**config.mk**
```make
export PLATFORM = sky130hd
export DESIGN_NAME = wb
export DESIGN_NICKNAME = d
export VERILOG_FILES = /design/src/rtl/wb.sv
export SDC_FILE = /design/constraint.sdc
export NUM_CORES = 1
export LEC_CHECK = 0
export CELL_PAD_IN_SITES_DETAIL_PLACEMENT = 0
export CELL_PAD_IN_SITES_GLOBAL_PLACEMENT = 1
export CORE_MARGIN = 4
export CORE_UTILIZATION = 20
export CTS_BUF_LIST = sky130_fd_sc_hd__clkbuf_16
export DETAILED_ROUTE_END_ITERATION = 6
export GPL_TIMING_DRIVEN = 0
export PLACE_DENSITY_LB_ADDON = 0.1
export SETUP_SLACK_MARGIN = 0.1
export SYNTH_ARGS = -nofsm -noshare
export SYNTH_HDL_FRONTEND = slang
export SYNTH_SLANG_ARGS = --single-unit
```
**constraint.sdc**
```tcl
create_clock -name clk -period 5.35 [get_ports clk]
set_clock_uncertainty 0.15 [all_clocks]
set_input_delay 1.07 -clock clk [delete_from_list [all_inputs] [get_ports clk]]
set_output_delay 1.07 -clock clk [all_outputs]
set_load 0.02 [all_outputs]
```
**src/rtl/wb.sv**
```systemverilog
// Writeback/fetch glue: pipeline stall and bubble generation, fetch PC hold,
// store byte-lane formatting and load extraction with sign/zero extension.
module wb #(
   parameter logic [31:0] RESET = 32'h0000_0000
) (
   input  logic        clk,
   input  logic        reset,
   input  logic        stall_read_i,
   input  logic [31:0] fetch_pc_i,
   input  logic        wb_branch_i,
   input  logic        wb_mem_to_reg_i,
   input  logic        mem_write_i,
   input  logic [31:0] write_address_i,
   input  logic [31:0] alu_operand2_i,
   input  logic [2:0]  alu_operation_i,
   input  logic [2:0]  wb_alu_operation_i,
   input  logic [1:0]  wb_read_address_i,
   input  logic [31:0] dmem_read_data_i,
   input  logic        dmem_write_valid_i,
   output logic [31:0] inst_mem_address_o,
   output logic        inst_mem_is_ready_o,
   output logic        wb_stall_o,
   output logic [31:0] wb_write_address_o,
   output logic [31:0] wb_write_data_o,
   output logic [3:0]  wb_write_byte_o,
   output logic [31:0] wb_read_data_o,
   output logic [31:0] inst_fetch_pc_o,
   output logic        wb_stall_first_o,
   output logic        wb_stall_second_o
);

   localparam int unsigned XLEN = 32;

   localparam logic [2:0] F3_B  = 3'b000;
   localparam logic [2:0] F3_H  = 3'b001;
   localparam logic [2:0] F3_W  = 3'b010;
   localparam logic [2:0] F3_BU = 3'b100;
   localparam logic [2:0] F3_HU = 3'b101;

   logic [7:0]  ld_byte;
   logic [15:0] ld_half;

   // A store the memory cannot accept blocks the pipeline just like a read stall.
   assign wb_stall_o = stall_read_i | (mem_write_i & ~dmem_write_valid_i);

   // While stalled, fetch replays the held PC instead of the new one.
   assign inst_mem_address_o = wb_stall_o ? inst_fetch_pc_o : fetch_pc_i;

   assign wb_write_address_o = {write_address_i[XLEN-1:2], 2'b00};

   // Fetch PC register, fetch-enable and the two-deep bubble shift chain.
   always_ff @(posedge clk or negedge reset) begin
      if (!reset) begin
         inst_fetch_pc_o     <= RESET;
         inst_mem_is_ready_o <= 1'b0;
         wb_stall_first_o    <= 1'b0;
         wb_stall_second_o   <= 1'b0;
      end else begin
         if (!wb_stall_o) begin
            inst_fetch_pc_o <= fetch_pc_i;
         end
         inst_mem_is_ready_o <= ~wb_stall_o;
         wb_stall_first_o    <= wb_stall_o | wb_branch_i;
         wb_stall_second_o   <= wb_stall_first_o;
      end
   end

   // Store formatting: replicate data across lanes, enable only the addressed ones.
   always_comb begin
      wb_write_data_o = alu_operand2_i;
      wb_write_byte_o = 4'b0000;
      if (mem_write_i) begin
         case (alu_operation_i)
            F3_B: begin
               wb_write_data_o = {4{alu_operand2_i[7:0]}};
               wb_write_byte_o = 4'b0001 << write_address_i[1:0];
            end
            F3_H: begin
               wb_write_data_o = {2{alu_operand2_i[15:0]}};
               wb_write_byte_o = write_address_i[1] ? 4'b1100 : 4'b0011;
            end
            F3_W: begin
               wb_write_data_o = alu_operand2_i;
               wb_write_byte_o = 4'b1111;
            end
            default: begin
               wb_write_data_o = alu_operand2_i;
               wb_write_byte_o = 4'b0000;
            end
         endcase
      end
      if (!reset) begin
         wb_write_byte_o = 4'b0000;
      end
   end

   // Load extraction: pick lane by offset, then extend per funct3.
   always_comb begin
      case (wb_read_address_i)
         2'd0:    ld_byte = dmem_read_data_i[7:0];
         2'd1:    ld_byte = dmem_read_data_i[15:8];
         2'd2:    ld_byte = dmem_read_data_i[23:16];
         default: ld_byte = dmem_read_data_i[31:24];
      endcase
      ld_half = wb_read_address_i[1] ? dmem_read_data_i[31:16] : dmem_read_data_i[15:0];

      wb_read_data_o = '0;
      if (wb_mem_to_reg_i) begin
         case (wb_alu_operation_i)
            F3_B:    wb_read_data_o = {{24{ld_byte[7]}}, ld_byte};
            F3_H:    wb_read_data_o = {{16{ld_half[15]}}, ld_half};
            F3_W:    wb_read_data_o = dmem_read_data_i;
            F3_BU:   wb_read_data_o = {24'd0, ld_byte};
            F3_HU:   wb_read_data_o = {16'd0, ld_half};
            default: wb_read_data_o = '0;
         endcase
      end
   end

endmodule

```
==> results.json, run 1 <==
{
  "cp-start-kind": "primary input",
  "core_area_um2": 14500,
  "drive_above_1_share": 0.207,
  "synth.top_cell.area_share": 0.298,
  "crit_type": "in -> out",
  "pin_count": 311,
  "async_reset_ff_frac": 1.00,
  "via_count": 3473,
  "final.period_utilization": 0.940,
  "yosysSeqAreaShare": 0.298,
  "grt_overflow": 0,
  "drv_cap": 0,
  "hold_viol_final": 0,
  "relSlewSlack": 0.414,
  "avgSynthCellArea_um2": 9.57,
  "crit_path_top_delay_cell": "a21oi_1",
  "diodes": 0,
  "worst-path-buf-inv": 4,
  "syn_area_um2": 2940,
  "slowest_delay_ns": 0.69,
  "cts.sinks": 35,
  "clk_pin_slew_ns": 0.05,
  "ir_drop_mv": 0.133,
  "clock_latency_ns": 0.27,
  "worst_ep_arrival_time_ns": 3.81,
  "hp-class": "reg -> reg",
  "finalSetupViolCount": 0,
  "cts_resized": 0,
  "cts.htree.levels": 2,
  "netlist-cell-type-count": 29,
  "cts_buffer_depth": 2,
  "hpwl_um": 11600,
  "area_growth_pct": 107,
  "utilization": 0.421,
  "status": "completed",
  "cts-root-buf": "clkbuf_16",
  "placement_rows": 44,
  "synth_cells": 307,
  "min_period_ns": 5.03,
  "grt_setup_unrepaired": "false",
  "final_nets": 737,
  "ys_ff_latch": 35,
  "cts_tree": "yes",
  "multi_input_area_um2": 1640,
  "synth_area_leaders": "dfrtp_1 30%, mux2_2 25%, buf_4 10%",
  "drt-total-wl_um": 14100,
  "post_cts_buffers": 3,
  "worst_path_dominant_cell_family": "buffers and inverters",
  "first_pass_iters": 4,
  "grt_max_degree": 37,
  "dieArea_um2": 16700,
  "drv_slew": 0,
  "endpoint_kind": "output pin",
  "cts_buffers": 5,
  "synth_top_area_cell": "dfrtp_1",
  "grt_pass1_vias": 3773,
  "grt_pass1_wl_um": 20500,
  "register_area_um2": 876,
  "path_max_fanout": 10,
  "crit_top_cell": "clkdlybuf4s50_1",
  "fmax_mhz": 199,
  "synth_edf_count": 0,
  "tns_ns": 0,
  "drtIter0Drc": 111,
  "grt_antenna_before_repair": 0,
  "yosys-top-cells-count": "65 x mux2_2, 45 x a21oi_1, 40 x buf_4",
  "die_width_um": 129,
  "cp_cell_sequence": "clkdlybuf4s50_1 > inv_1 > a21oi_1 > clkbuf_1 > mux2_2 > clkdlybuf4s50_1",
  "drc": 0,
  "worst_slew_pin_slew_ns": 0.879,
  "die_h_um": 129,
  "yosysWarningCount": 0,
  "num-fill-cells": 1404,
  "via_per_inst": 4.46,
  "ant_nets": 0,
  "avgRoutedWirePerCell_um": 18.1,
  "power_density_nw_per_um2": 201,
  "cts_hold_buf": 0,
  "initial_core_util": 0.203,
  "leakagePower_nw": 2.37,
  "crit_required_ns": 4.13,
  "synth.most_common_cell": "mux2_2",
  "gp_congestion": 0.780,
  "grt.total_usage": 0.156,
  "portBuffers": 276,
  "synth_ff_type": "dfrtp_1"
}
cell type report:
type                            instances  area share
Sequential cell                        35       0.144
Multi-Input combinational cell        207       0.270
Inverter                                4     0.00246
Clock buffer                            5      0.0205
Tap cell                              184      0.0378
Buffer                                 62      0.0667
Clock inverter                          3     0.00246
Timing Repair Buffer                  279       0.456
logic make-up (layout without fill, tap and decap cells):
family	Yosys count	count (layout)	synth area share
buffers and inverters	66	353	0.144
DFF	35	35	0.298
and+or+nand+nor	43	43	0.0707
muxes	89	89	0.337
AOI/OAI and AO/OA	73	73	0.149
other	1	2	0.00128
report_power, final:
part / switching [mW] / internal [mW] / total, mW
combinational: 0.299 / 0.338 / 0.637
sequential: 0.0157 / 0.298 / 0.314
clock: 0.106 / 0.169 / 0.275
through the flow:
step	instances	hold slack [ns]	worst slack, ns	total power, mW	cell area (um2)
CTS	779	0.230	0.178	1.24	6090
floorplan	308	0.344	1.61	0.609	2940
finish	779	0.227	0.321	1.23	6090
global placement	768	0.212	-0.00845	0.957	5930
global route	779	0.236	0.112	1.29	6090
detailed placement	768	0.213	0.100	0.957	5930
cell usage in the layout, fill, tap and decap left out, drive strengths merged:
cell	instances
nand2	20
nor2	10
nand4b	1
mux2	66
or3b	1
clkbuf	22
o21ai	3
nor3	2
and2b	1
nor3b	3
a222oi	1
a22oi	17
clkinv	2
conb	2
inv	4
nor2b	1
a21oi	45
mux2i	22
or3	1
o22a	7
clkdlybuf4s50	275
dfrtp	35
buf	49
mux4	1
clkinvlp	1
nand2b	2
nand3b	1
layer usage:
metal / part of all wire / vias to the layer above / global-route usage / wire (um)
li1: - / 1639 / - / -
met1: 0.36 / 1644 / 0.174 / 5120
met2: 0.53 / 180 / 0.291 / 7470
met3: 0.096 / 10 / 0.0528 / 1360
met4: 0.012 / 0 / 0.0247 / 166
met5: 0 / - / 0 / 0
path summary, 6_finish.rpt:
check	startpoint	endpoint	slack, ns	cells past startpoint
hold / removal	wb_stall_first_o	wb_stall_second_o	0.23	0
setup reg to reg	inst_fetch_pc_o[17]	inst_fetch_pc_o[17]	4.42	1
setup / recovery	dmem_write_valid_i	inst_mem_address_o[7]	0.32	6
hold reg to reg	wb_stall_first_o	wb_stall_second_o	0.23	0
min in group asynchronous	reset	inst_fetch_pc_o[24]	0.75	1
max in group asynchronous	reset	inst_fetch_pc_o[7]	3.75	1
flip-flops by register name, summed over array words and instances (netlist names):
register,cells
inst_fetch_pc_o,32
inst_mem_is_ready_o,1
wb_stall_first_o,1
wb_stall_second_o,1
No activity file was read; power rests on OpenSTA's default activity.
==> run 2, diff against run 1 <==
==> constraint.sdc (replaced) <==
create_clock -name clk -period 5.82 [get_ports clk]
set_clock_uncertainty 0.15 [all_clocks]
set_input_delay 1.164 -clock clk [delete_from_list [all_inputs] [get_ports clk]]
set_output_delay 1.164 -clock clk [all_outputs]
set_load 0.02 [all_outputs]
==> results.json, run 2 (synthesized netlist as in run 1, its figures left out) <==
{
  "utilization": 0.419,
  "worst-path-buf-inv": 4,
  "cp-start-kind": "primary input",
  "drv_slew": 0,
  "reg2reg_depth": 1,
  "grt_use_met1": 0.175,
  "first_pass_iters": 5,
  "most-common-layout-cells": "275 x clkdlybuf4s50_1, 65 x mux2_2, 45 x a21oi_1",
  "final_common_cell": "clkdlybuf4s50_1",
  "relSlewSlack": 0.144,
  "area_growth_pct": 107,
  "cts_buffer_depth": 2,
  "critPathLaunch": "wb_alu_operation_i[1]",
  "grt_max_degree": 37,
  "power_density_nw_per_um2": 185,
  "cts-root-buf": "clkbuf_16",
  "core_area_um2": 14500,
  "drv_cap": 0,
  "grt_busiest_layer": "met2",
  "cts.sinks": 35,
  "cts_buffers": 5,
  "instances_no_fill": 776,
  "rr_startpoint": "inst_fetch_pc_o[17]",
  "cts_resized": 0,
  "post_cts_buffers": 0,
  "dieArea_um2": 16700,
  "drc": 0,
  "path_depth": 7,
  "die_width_um": 129,
  "final_nets": 734,
  "worst_path_dominant_cell_family": "buffers and inverters",
  "finalSetupViolCount": 0,
  "met3_usage": 0.0528,
  "die_h_um": 129,
  "cts.htree.levels": 2,
  "path_max_fanout": 10,
  "cts_tree": "yes",
  "rrSetupSlack_ns": 4.89,
  "num-fill-cells": 1406,
  "hpwl_um": 11600,
  "crit_path_top_delay_cell": "a222oi_1",
  "gp_congestion": 0.780,
  "grt_setup_unrepaired": "false",
  "crit_required_ns": 4.51,
  "leakagePower_nw": 2.35,
  "worst_ep_arrival_time_ns": 4.12,
  "worst_slew_pin_slew_ns": 1.28,
  "cts_hold_buf": 0,
  "fmax_mhz": 184,
  "clock_latency_ns": 0.27,
  "critPathCapture": "wb_read_data_o[29]",
  "status": "completed",
  "drtIter0Drc": 98,
  "largest_reg_flops": 32,
  "drive_above_1_share": 0.203,
  "endpoint_kind": "output pin",
  "tns_ns": 0,
  "grt_overflow": 0,
  "grt.total_usage": 0.156,
  "slowest_delay_ns": 1.03,
  "dp.cells": 768,
  "rr_endpoint": "inst_fetch_pc_o[17]",
  "final.period_utilization": 0.933,
  "portBuffers": 276,
  "diodes": 0,
  "placement_rows": 44,
  "use_met2": 0.290,
  "via_per_inst": 4.49,
  "top_register": "inst_fetch_pc_o",
  "grt_pass1_vias": 3759,
  "initial_core_util": 0.203,
  "hold_viol_final": 0,
  "hp-class": "reg -> reg",
  "min_period_ns": 5.43,
  "avgRoutedWirePerCell_um": 18.2,
  "cp_cell_sequence": "clkdlybuf4s50_1 > and2b_1 > buf_6 > a222oi_1 > buf_6 > a21oi_1 > clkdlybuf4s50_1",
  "grt_pass1_wl_um": 20400,
  "pin_count": 311,
  "drt-total-wl_um": 14100,
  "ir_drop_mv": 0.123,
  "clk_pin_slew_ns": 0.05,
  "grt_antenna_before_repair": 0,
  "via_count": 3484,
  "crit_type": "in -> out",
  "ant_nets": 0
}
run 2: cell count changes in the layout (fill, tap and decap cells not counted), sizes merged:
cell  previous run  this run
buf             49        46
run 2: worst min path at each step:
stage                           startpoint                end  depth (start not counted)
final                     wb_stall_first_o  wb_stall_second_o                          0
after global routing      wb_stall_first_o  wb_stall_second_o                          0
after CTS                 wb_stall_first_o  wb_stall_second_o                          0
after detailed placement  wb_stall_first_o  wb_stall_second_o                          0
after global placement    wb_stall_first_o  wb_stall_second_o                          0
after floorplan           wb_stall_first_o  wb_stall_second_o                          0
run 2: layer usage:
| metal | wire length (um) | vias to the layer above |
|---|---|---|
| li1 | - | 1634 |
| met1 | 5170 | 1652 |
| met2 | 7420 | 188 |
| met3 | 1370 | 10 |
| met4 | 169 | 0 |
| met5 | 0 | - |
run 2: where the power goes:
group | internal, mW | switching, mW | leakage (nW) | total [mW]
combinational | 0.308 | 0.275 | 1.88 | 0.583
clock | 0.155 | 0.0973 | 0.0649 | 0.253
sequential | 0.274 | 0.0145 | 0.407 | 0.289
total | 0.738 | 0.387 | 2.35 | 1.12
run 2: area by class of cell:
| type | count | area (um2) | area share |
|---|---|---|---|
| tap | 184 | 230 | 0.0379 |
| inverter | 4 | 15.0 | 0.00247 |
| clock inverter | 3 | 15.0 | 0.00247 |
| multi-input combinational | 207 | 1640 | 0.271 |
| clock buffer | 5 | 125 | 0.0206 |
| buffer | 62 | 407 | 0.0670 |
| timing repair buffer | 276 | 2760 | 0.454 |
| sequential | 35 | 876 | 0.144 |
run 2: metrics by stage:
stage	instance area [um2]	hold slack, ns	power, mW	worst slack, ns
global route	6070	0.236	1.18	0.247
detailed placement	5930	0.213	0.880	0.382
global placement	5930	0.212	0.880	0.274
CTS	6070	0.230	1.14	0.375
finish	6070	0.227	1.12	0.388
floorplan	2940	0.344	0.560	1.90
